File: src/rtl/seg7_pkg.sv
// Shared constants for the 7-segment scan controller: hex glyph table and
// segment bit positions within the abcdefgh output byte.
package seg7_pkg;

  localparam int seg_a = 7;
  localparam int seg_b = 6;
  localparam int seg_c = 5;
  localparam int seg_d = 4;
  localparam int seg_e = 3;
  localparam int seg_f = 2;
  localparam int seg_g = 1;
  localparam int seg_h = 0;

  // Glyphs as abcdefg with a in bit 6; listed from F down to 0.
  localparam logic [15:0][6:0] hex_seg = {
    7'h47, 7'h4F, 7'h3D, 7'h4E, 7'h1F, 7'h77, 7'h7B, 7'h7F,
    7'h70, 7'h5F, 7'h5B, 7'h33, 7'h79, 7'h6D, 7'h30, 7'h7E
  };

  function automatic logic [7:0] pack_segs(input logic [6:0] s, input logic dot);
    logic [7:0] r;
    r        = '0;
    r[seg_a] = s[6];
    r[seg_b] = s[5];
    r[seg_c] = s[4];
    r[seg_d] = s[3];
    r[seg_e] = s[2];
    r[seg_f] = s[1];
    r[seg_g] = s[0];
    r[seg_h] = dot;
    return r;
  endfunction

endpackage

File: src/rtl/seg7_hex_decoder.sv
// Combinational nibble to abcdefg glyph lookup (a in bit 6), zero latency.
module seg7_hex_decoder
  import seg7_pkg::*;
(
  input  logic [3:0] nibble,
  output logic [6:0] segs
);

  assign segs = hex_seg[nibble];

endmodule

File: src/rtl/seg7_scan_controller.sv
// Multiplexed 7-segment scanner with double-buffered frames, outputs registered (1 cycle).
// Optional SEG7_LEADING_ZERO_BLANK_EN suppresses leading zero digits above digit 0.
module seg7_scan_controller
  import seg7_pkg::*;
#(
  parameter int w_digit           = 4,
  parameter int digit_hold_cycles = 50000,
  parameter int dead_cycles       = 1
) (
  input  logic                 clk,
  input  logic                 rst,
  input  logic                 in_valid,
  output logic                 in_ready,
  input  logic [4*w_digit-1:0] in_value,
  input  logic [w_digit-1:0]   in_dot,
  input  logic [w_digit-1:0]   in_enable,
  output logic [7:0]           abcdefgh,
  output logic [w_digit-1:0]   digit,
  output logic                 frame_done
);

  localparam int cnt_w = $clog2(digit_hold_cycles);
  localparam int idx_w = $clog2(w_digit);
  localparam logic [cnt_w-1:0] hold_max = cnt_w'(digit_hold_cycles - 1);
  localparam logic [cnt_w-1:0] dead_c   = cnt_w'(dead_cycles);
  localparam logic [idx_w-1:0] idx_max  = idx_w'(w_digit - 1);

  logic [cnt_w-1:0]     cnt;
  logic [idx_w-1:0]     idx;
  logic [4*w_digit-1:0] act_val, pend_val;
  logic [w_digit-1:0]   act_dot, pend_dot;
  logic [w_digit-1:0]   act_en, pend_en;
  logic                 pend_full;

  logic                 wrap, boundary, show;
  logic [3:0]           nib;
  logic [6:0]           glyph;
  logic [w_digit-1:0]   sel;
  logic [w_digit-1:0]   lz;

  assign in_ready = ~pend_full;
  assign wrap     = (cnt == hold_max);
  assign boundary = wrap && (idx == idx_max);
  assign nib      = act_val[idx*4 +: 4];

  seg7_hex_decoder u_dec (
    .nibble (nib),
    .segs   (glyph)
  );

`ifdef SEG7_LEADING_ZERO_BLANK_EN
  logic zero_above;
  // Walk from the top digit down; disabled digits do not stop the zero run.
  always_comb begin
    zero_above = 1'b1;
    lz         = '0;
    for (int i = w_digit - 1; i > 0; i--) begin
      if (zero_above && act_val[4*i +: 4] == 4'd0) lz[i] = 1'b1;
      if (act_en[i] && act_val[4*i +: 4] != 4'd0) zero_above = 1'b0;
    end
  end
`else
  assign lz = '0;
`endif

  always_comb begin
    sel      = '0;
    sel[idx] = 1'b1;
  end

  assign show = (cnt >= dead_c) && act_en[idx] && !lz[idx];

  always_ff @(posedge clk or posedge rst) begin
    if (rst) begin
      cnt        <= '0;
      idx        <= '0;
      act_val    <= '0;
      act_dot    <= '0;
      act_en     <= '0;
      pend_val   <= '0;
      pend_dot   <= '0;
      pend_en    <= '0;
      pend_full  <= 1'b0;
      digit      <= '0;
      abcdefgh   <= '0;
      frame_done <= 1'b0;
    end else begin
      cnt <= wrap ? '0 : cnt + 1'b1;
      if (wrap) idx <= (idx == idx_max) ? '0 : idx + 1'b1;
      frame_done <= boundary;

      if (show) begin
        digit    <= sel;
        abcdefgh <= pack_segs(glyph, act_dot[idx]);
      end else begin
        digit    <= '0;
        abcdefgh <= '0;
      end

      // A frame accepted in the boundary cycle lands in pending and waits a full frame.
      if (boundary && pend_full) begin
        act_val   <= pend_val;
        act_dot   <= pend_dot;
        act_en    <= pend_en;
        pend_full <= 1'b0;
      end else if (in_valid && !pend_full) begin
        pend_val  <= in_value;
        pend_dot  <= in_dot;
        pend_en   <= in_enable;
        pend_full <= 1'b1;
      end
    end
  end

endmodule

File: config.mk
export PLATFORM = sky130hd
export DESIGN_NAME = seg7_scan_controller
export DESIGN_NICKNAME = d
export VERILOG_FILES = /design/src/rtl/seg7_pkg.sv /design/src/rtl/seg7_hex_decoder.sv /design/src/rtl/seg7_scan_controller.sv
export SDC_FILE = /design/constraint.sdc
export NUM_CORES = 1
export LEC_CHECK = 0
export BUFFER_PORTS_ARGS = -buffer_cell sky130_fd_sc_hd__buf_2
export CAP_MARGIN = 20
export CELL_PAD_IN_SITES_DETAIL_PLACEMENT = 2
export CELL_PAD_IN_SITES_GLOBAL_PLACEMENT = 2
export CORE_ASPECT_RATIO = 1.75
export CORE_MARGIN = 3
export CORE_UTILIZATION = 35
export DETAILED_ROUTE_END_ITERATION = 16
export GPL_ROUTABILITY_DRIVEN = 0
export PLACE_DENSITY = 0.71
export SYNTH_ARGS = -nofsm -noshare
export SYNTH_HDL_FRONTEND = slang
export SYNTH_SLANG_ARGS = --single-unit
File: constraint.sdc
create_clock -name clk -period 3.52 [get_ports clk]
set_input_delay 0.88 -clock clk [delete_from_list [all_inputs] [get_ports clk]]
set_output_delay 0.88 -clock clk [all_outputs]
set_load 0.005 [all_outputs]
---- After elaboration in Yosys (flattened, before gate mapping) ----
Memories as Yosys holds them, arrays and structs flattened.
Cells that the tools add are included.
operators by class
  add/subtract/negate cells ............... 2
  $lt $le $gt $ge ......................... 4
  equal/unequal tests ..................... 2
  shifts and indexed selects .............. 1
  multiplexer cells ....................... 15
  bitwise operators ....................... 2
  reductions and logical operators ........ 10
operators with widths
  cell                                                                                  count
  16-bit by 1-bit adder with 16-bit output, second input constant                       1
  16-bit equality test, second input constant                                           1
  16-bit by 1-bit greater-or-equal comparator with 1-bit output, second input constant  1
  16-bit 2-to-1 mux                                                                     1
  16-bit by 5-bit variable part select with 4-bit output                                1
  8-bit 2-to-1 mux                                                                      1
  7-bit 2-to-1 mux                                                                      1
  1-bit binary-select mux with 2-bit select                                             3
  1-bit logical AND                                                                     6
  1-bit 2-to-1 mux                                                                      6
  4-bit by 5-bit < comparator with 1-bit output, second input constant                  1
  4-bit 2-to-1 mux                                                                      1
  2-bit by 3-bit < comparator with 1-bit output, second input constant                  1
  2-bit by 1-bit adder with 2-bit output, second input constant                         1
  1-bit demux with 2-bit select                                                         1
  2-bit equality test, second input constant                                            1
  2-bit by 1-bit greater-or-equal comparator with 1-bit output, second input constant   1
  1-bit logical NOT                                                                     2
  2-bit 2-to-1 mux                                                                      1
  1-bit inverter                                                                        2
  2-bit AND reduction                                                                   1
  2-bit nonzero test                                                                    1
storage, ports and cells
  register bits after elaboration ......... 80
  bits in read-only memories .............. 112
  bits of input ports ..................... 27
  output and inout bits ................... 14
  logic and storage cells ................. 49
  memories ................................ 1
memories
  name             words  width  rd ports  clocked after memory_dff  write ports  line                   source
  (no name shown)  16     7      1         0                         0            seg7_hex_decoder.sv:9  assign segs = hex_seg[nibble];

---- Longest topological paths before layout ----
Gate-level depths: netlist of run 1.
  word-level depth ........................ 5
  gate-level depth with buffers ........... 7
  mapped depth without buffers ............ 6

---- Cells and area by module ----
From an unflattened synthesis of run 1, not the netlist that was laid out.
unflattened totals
  cells, all modules ...................... 269
  area, all modules ....................... 3668.5 um2
modules (own cells, without submodules)
  module                times used  cells each  area an instance (um2)  sequential area each (um2)
  seg7_scan_controller  1           236         3380.7                  2001.9
  seg7_hex_decoder      1           33          287.8                   0.0

---- Least setup slack after synthesis of run 1 ----
OpenSTA, ideal clock, no wires.
  path kind ............................... input to register
  from .................................... in in_valid
  to ...................................... reg pend_dot[0]
  setup time .............................. 125 ps
  data arrival time ....................... 1917 ps
  required time ........................... 3395 ps
  setup slack ............................. 1479 ps
  stages on the path ...................... 4
  buffers on the path ..................... 2
  path through ............................ nor2b_1 > clkbuf_1 > clkbuf_1 > mux2_2
on the way
  word-level cells in the longest chain between the ends .. 2
RTL lines
  what                           line                         source
  start: declaration             seg7_scan_controller.sv:12   input logic in_valid,
  1-bit logical AND              seg7_scan_controller.sv:106  end else if (in_valid && !pend_full) begin
  2-bit AND reduction (no line)  n/a
  end signal: assignment         seg7_scan_controller.sv:108  pend_dot <= in_dot;
  end: declaration               seg7_scan_controller.sv:31   logic [w_digit-1:0] act_dot, pend_dot;
Every way passes these cells.
A chain may end at the register's enable or synchronous reset.

---- Final worst setup path of run 1 ----
  from .................................... reg idx[0]
  to ...................................... reg abcdefgh[7]
on the way
  word-level cells in the longest chain between the ends .. 5
  elaborated cells on any way between the ends .. 11
  classes of those cells .................. shift (1); mux (6); reduce/logical (3); memory (1)
RTL lines
  what                                                       line                        source
  start: declaration                                         seg7_scan_controller.sv:29  logic [idx_w-1:0] idx;
  start signal: assignment                                   seg7_scan_controller.sv:89  if (wrap) idx <= (idx == idx_max) ? '0 : idx + 1'b1;
  branches (longest 4 deep; another with memory 16 x 7 bit)  n/a
  8-bit 2-to-1 mux *                                         seg7_scan_controller.sv:92  if (show) begin
  end signal: assignment                                     seg7_scan_controller.sv:94  abcdefgh <= pack_segs(glyph, act_dot[idx]);
  end: declaration                                           seg7_scan_controller.sv:17  output logic [7:0] abcdefgh,
Mark *: on every way between the ends. The select of a mux whose other input is x is not followed.

==> results.cfg, run 1 <==
[status]
status = finished, final reports clean

[synthesis]
ys_types = 46
yosys_warnings = 0
synth_nets = 321
yosys_register_bits = 80
syn_area_sq_um = 3796
synth-async-reset-ratio = 1.000
ys_seq_area_frac = 0.5274
postSynthAreaPerCell_sq_um = 13.51
syn_inst = 281
synthFlopType = dfrtp_1
synth_edf_count = 0

[routing]
dr.pass1.iters = 4
wirelength_um = 8263
routedWlPerCell_um = 18.04
vias = 2347
ant_nets = 0
drc = 0
drt_iter0_markers = 67
vias_per_cell = 5.124

[cts]
clock_sinks = 80
hold_buffers = 0
path_clk_slew_ns = 0.06
cts_buffer_depth = 2
cts_setup_buffers = 0
cts_buffers = 9
root_buffer = clkbuf_16
htreeDepth = 3
clkLatencyLatePin_ns = 0.34
cts_tree = built
cts_resized = 0

[floorplanning]
fp.dieW_um = 84.73
dieArea_sq_um = 12180
initial_core_util = 0.3642
rows = 49
pin_count = 41
coreArea_sq_um = 10420
fp.dieH_um = 143.8

[power_and_ir_drop]
power.share.switching = 0.2284
p_leak_nw = 2.085
seqPwrFrac = 0.513
clkPwrFrac = 0.451
p_switching_mw = 0.4349
p_int_mw = 1.469
ir_worst_vdd_v = 0.0003881
combPwrFrac = 0.036
power.density_nw_per_um2 = 433.4
p_total_mw = 1.904

[sta]
finalCritPeriodShare = 0.6719
tightestPinTransition_ns = 0.6267
fin_skew_ns = 0.008314
fmax_mhz = 422.8
rsz0062_at_grt = no
setup_slack_ns = 1.155
hold_violations = 0
relSlewSlack = 0.5794
setup_viol = 0
setup_tns_ns = 0
post-route-min-period_ns = 2.365
maxSlewViolCount = 0

[layout]
drive_gt1_frac = 0.3867
ff_latch_area_sq_um = 2002
area_delta_synth_final_pct = 15.75
antenna_cells = 0
nFillCells = 1084
multi_input_area_sq_um = 1679
fin_nets = 366

[setup_path]
worstPathCellList = mux4_2 -> inv_1 -> ha_1 -> and3b_1 -> o21ai_0 -> a31oi_1
cpMaxStageDelayCell = dfrtp_1
path_delay_family = flip-flops
path_max_fanout = 11
cp-start-kind = flop
crit_buf_inv = 1
crit_path_max_incr_delay_ns = 0.69
cp-end-kind = flop
cp_data_required_time_ns = 3.70
critPathKind = reg2reg
worst_ep_arrival_time_ns = 2.55

[global_route]
grt_pass1_vias = 2731
grtUsageTotal = 0.1490
grt_pass1_wl_um = 14100
grt-ovfl-total = 0
grt_max_degree = 38
antenna_found_initial = 0

[min_path]
hp-class = reg2reg

[placed_design]
post-place-ws_ns = 1.140
io_buffers = 40
hpwlAfterDp_um = 6051

[run]
drv_cap = 0
cells by family after synthesis:
| logic type | share of synthesized area |
|---|---|
| multiplexers | 0.2202 |
| adder cells (fa/ha/maj) | 0.04285 |
| AND/OR/NAND/NOR | 0.1051 |
| AO/OA/AOI/OAI | 0.03428 |
| flip-flops | 0.5274 |
| buffers and inverters | 0.03098 |
| XOR/XNOR | 0.03922 |
flip-flops by register name (all words and copies together), names as in the netlist:
signal and count:
abcdefgh 8, idx 2, cnt 16, frame_done 1, pend_full 1, pend_dot 4, digit 4, act_en 4
pend_val 16, act_val 16, act_dot 4, pend_en 4
cell usage in the layout, fill, tap and decap left out, types with 3 or more instances in the layout:
cell type,n
xnor2_1,10
inv_1,10
mux4_2,6
a21oi_1,3
nand2_1,7
nor4_1,4
nand4_1,5
and2_1,6
clkbuf_16,9
xor2_1,7
mux2_2,33
buf_4,5
o21ai_0,3
clkinv_2,3
buf_2,40
mux2_4,19
and3_1,3
nor2_1,13
mux2i_1,3
ha_1,13
dfrtp_1,80
nand3_1,9
a211oi_1,3
clkinvlp_4,4
nor3_1,5
worst paths after layout:
path | from | to | slack, ns | cells past startpoint
max | idx[0] | abcdefgh[7] | 1.15 | 6
min in group asynchronous | rst | cnt[3] | 0.60 | 2
min | pend_val[12] | act_val[12] | 0.50 | 1
min reg2reg | pend_val[12] | act_val[12] | 0.50 | 1
max reg2reg | idx[0] | abcdefgh[7] | 1.15 | 6
max in group asynchronous | rst | abcdefgh[4] | 2.16 | 3
power groups by stage:
stage	logic [mW]	clock network, mW	registers, mW
2_1_floorplan	0.0455	0	0.984
3_5_place_dp	0.0712	0	0.996
4_1_cts	0.0719	0.880	0.979
6_report	0.0686	0.858	0.978
5_1_grt	0.0790	0.927	0.983
3_3_place_gp	0.0675	0	0.994
through the flow:
stage	std cells	utilization	cell area, sq um	hold slack, ns
after CTS	458	0.4216	4394	0.5115
after detailed placement	442	0.3953	4120	0.4942
final	458	0.4216	4394	0.5043
after global placement	442	0.3953	4120	0.4823
after floorplan	281	-	3796	0.4645
after global routing	458	0.4216	4394	0.5274
routing by layer:
metal / vias to the layer above / track usage / routed length (um)
li1: 1080 / - / -
met4: 0 / 0.06088 / 169
met3: 10 / 0.02983 / 230
met2: 37 / 0.2718 / 4625
met5: - / 0 / 0
met1: 1220 / 0.1681 / 3238
cell type report:
| cell class | count | share of cell area |
|---|---|---|
| clock buffers | 9 | 0.05125 |
| clock inverters | 7 | 0.01110 |
| inverters | 11 | 0.009681 |
| multi-input cells | 179 | 0.3821 |
| flip-flops and latches | 80 | 0.4556 |
| well taps | 127 | 0.03616 |
| repair buffers | 45 | 0.05410 |
cells in the mapped netlist (3+ instances only):
| cell type | count | area share |
|---|---|---|
| nand4_1 | 5 | 0.0082 |
| a211oi_1 | 3 | 0.0059 |
| nor4_1 | 4 | 0.0066 |
| mux2_2 | 33 | 0.098 |
| ha_1 | 13 | 0.043 |
| buf_6 | 4 | 0.012 |
| nand3_1 | 9 | 0.012 |
| mux2i_1 | 3 | 0.0079 |
| nor2_1 | 13 | 0.013 |
| and2_1 | 6 | 0.0099 |
| and3_1 | 3 | 0.0049 |
| clkbuf_1 | 3 | 0.0030 |
| nand2_1 | 7 | 0.0069 |
| o21ai_0 | 3 | 0.0040 |
| dfrtp_1 | 80 | 0.53 |
| inv_1 | 11 | 0.011 |
| buf_2 | 3 | 0.0040 |
| mux4_2 | 6 | 0.036 |
| mux2_4 | 19 | 0.075 |
| a21oi_1 | 3 | 0.0040 |
| xor2_1 | 7 | 0.016 |
| nor3_1 | 5 | 0.0066 |
| xnor2_1 | 10 | 0.023 |
(Power assumes the default switching activity.)
==> inputs of run 2 (changes only) <==
Clock period 3.52 ns to 2.4 ns, I/O delays scaled along.
==> results.cfg, run 2 (synthesis results as in run 1) <==
[layout]
mostFrequentLayoutCells = dfrtp_1, buf_2, mux2_2
top_regs = act_val x16, cnt x16, pend_val x16
antenna_cells = 0
instances_no_fill = 458
area_delta_synth_final_pct = 18.29
drive_gt1_frac = 0.3837
multi_input_area_sq_um = 1679
final_common_cell = dfrtp_1
nFillCells = 1072
fin_nets = 367
fin_area_sq_um = 4491
ff_latch_area_sq_um = 2002

[global_route]
grtUsageTotal = 0.1569
antenna_found_initial = 0
grt_pass1_wl_um = 14700
grt_pass1_vias = 2745
grt_max_degree = 40
grt-ovfl-total = 0

[setup_path]
path_max_fanout = 12
cp-start-kind = flop
critPathKind = reg2reg
crit_buf_inv = 1
crit_path_max_incr_delay_ns = 0.67
worstPathCellList = mux4_2 -> inv_1 -> ha_1 -> and3b_1 -> o21ai_0 -> a31oi_1
cp-end-kind = flop
cpMaxStageDelayCell = dfrtp_1
cp_data_required_time_ns = 2.58
path_delay_family = flip-flops
worst_ep_arrival_time_ns = 2.34

[sta]
hold_violations = 0
setup_tns_ns = 0
rsz0062_at_grt = no
setup_viol = 0
finalCritPeriodShare = 0.8996
relSlewSlack = 0.5683
tightestPinTransition_ns = 0.6432
fin_skew_ns = 0.008733
fmax_mhz = 463.2
maxSlewViolCount = 0
post-route-min-period_ns = 2.159

[run]
drv_cap = 0

[floorplanning]
coreArea_sq_um = 10420
rows = 49
pin_count = 41
fp.dieW_um = 84.73
fp.dieH_um = 143.8
initial_core_util = 0.3642
dieArea_sq_um = 12180

[placed_design]
io_buffers = 40
placedCellCount = 443
hpwlAfterDp_um = 6156
place_area_sq_um = 4155

[routing]
drc = 0
vias_per_cell = 5.138
routedWlPerCell_um = 18.78
drt_iter0_markers = 55
ant_nets = 0
vias = 2353
wirelength_um = 8603
dr.pass1.iters = 4

[cts]
cts_tree = built
clock_sinks = 80
cts_setup_buffers = 0
hold_buffers = 0
path_clk_slew_ns = 0.06
cts_buffers = 9
root_buffer = clkbuf_16
clkLatencyLatePin_ns = 0.34
cts_resized = 0
htreeDepth = 3
cts_buffer_depth = 2

[status]
status = finished, final reports clean

[min_path]
hp-class = in2async

[power_and_ir_drop]
p_leak_nw = 2.128
ir_worst_vdd_v = 0.0003866
power.density_nw_per_um2 = 688.5
-- run 2: cell types whose count changed in the layout (fill, tap and decap cells not counted), sizes merged --
cell and delta:
clkinv -3, bufinv +3, clkbuf +1, clkinvlp -2, buf +1
-- run 2: layer usage --
metal  part of all wire  global-route usage  vias up
met2               0.56              0.2871       34
met5                  0                   0        -
li1                   -                   -     1083
met4              0.020             0.05755        0
met3              0.030             0.04303       13
met1               0.38              0.1717     1223
-- run 2: final timing paths --
path	start	end	slack (ns)	cells past startpoint
worst max-delay path	idx[1]	abcdefgh[7]	0.24	6
worst min-delay path	rst	cnt[2]	0.29	2
worst max register to register	idx[1]	abcdefgh[7]	0.24	6
worst min register to register	pend_dot[2]	pend_dot[2]	0.50	1
max in group asynchronous	rst	act_en[1]	1.46	3
min in group clk	in_valid	pend_full	0.48	2
-- run 2: cell type report --
| class | count | share of cell area |
|---|---|---|
| flip-flops and latches | 80 | 0.4458 |
| multi-input cells | 179 | 0.3739 |
| repair buffers | 46 | 0.06018 |
| clock buffers | 10 | 0.05099 |
| well taps | 127 | 0.03539 |
| clock inverters | 5 | 0.02368 |
| inverters | 11 | 0.01003 |
-- run 2: worst reg2reg max path: stages, from the launching register on --
cell     delay (ns)
dfrtp_1        0.67
mux4_2         0.46
inv_1          0.19
ha_1           0.22
and3b_1        0.19
o21ai_0        0.15
a31oi_1        0.12
-- run 2: metrics by stage --
step	power (mW)	hold WS, ns	util	setup slack (ns)
final	3.092	0.2896	0.4309	0.2409
after global routing	3.223	0.3264	0.4309	0.08916
after CTS	3.138	0.3054	0.4309	0.2367
after detailed placement	1.567	0.4943	0.3987	0.3093
after global placement	1.558	0.4791	0.3987	0.4077
after floorplan	1.511	0.4645	-	0.4555
-- run 2: where the power goes --
part | leakage (nW) | internal (mW) | switching, mW
combinational | 0.917 | 0.0584 | 0.0444
clock | 0.159 | 1.01 | 0.543
sequential | 1.05 | 1.40 | 0.0318
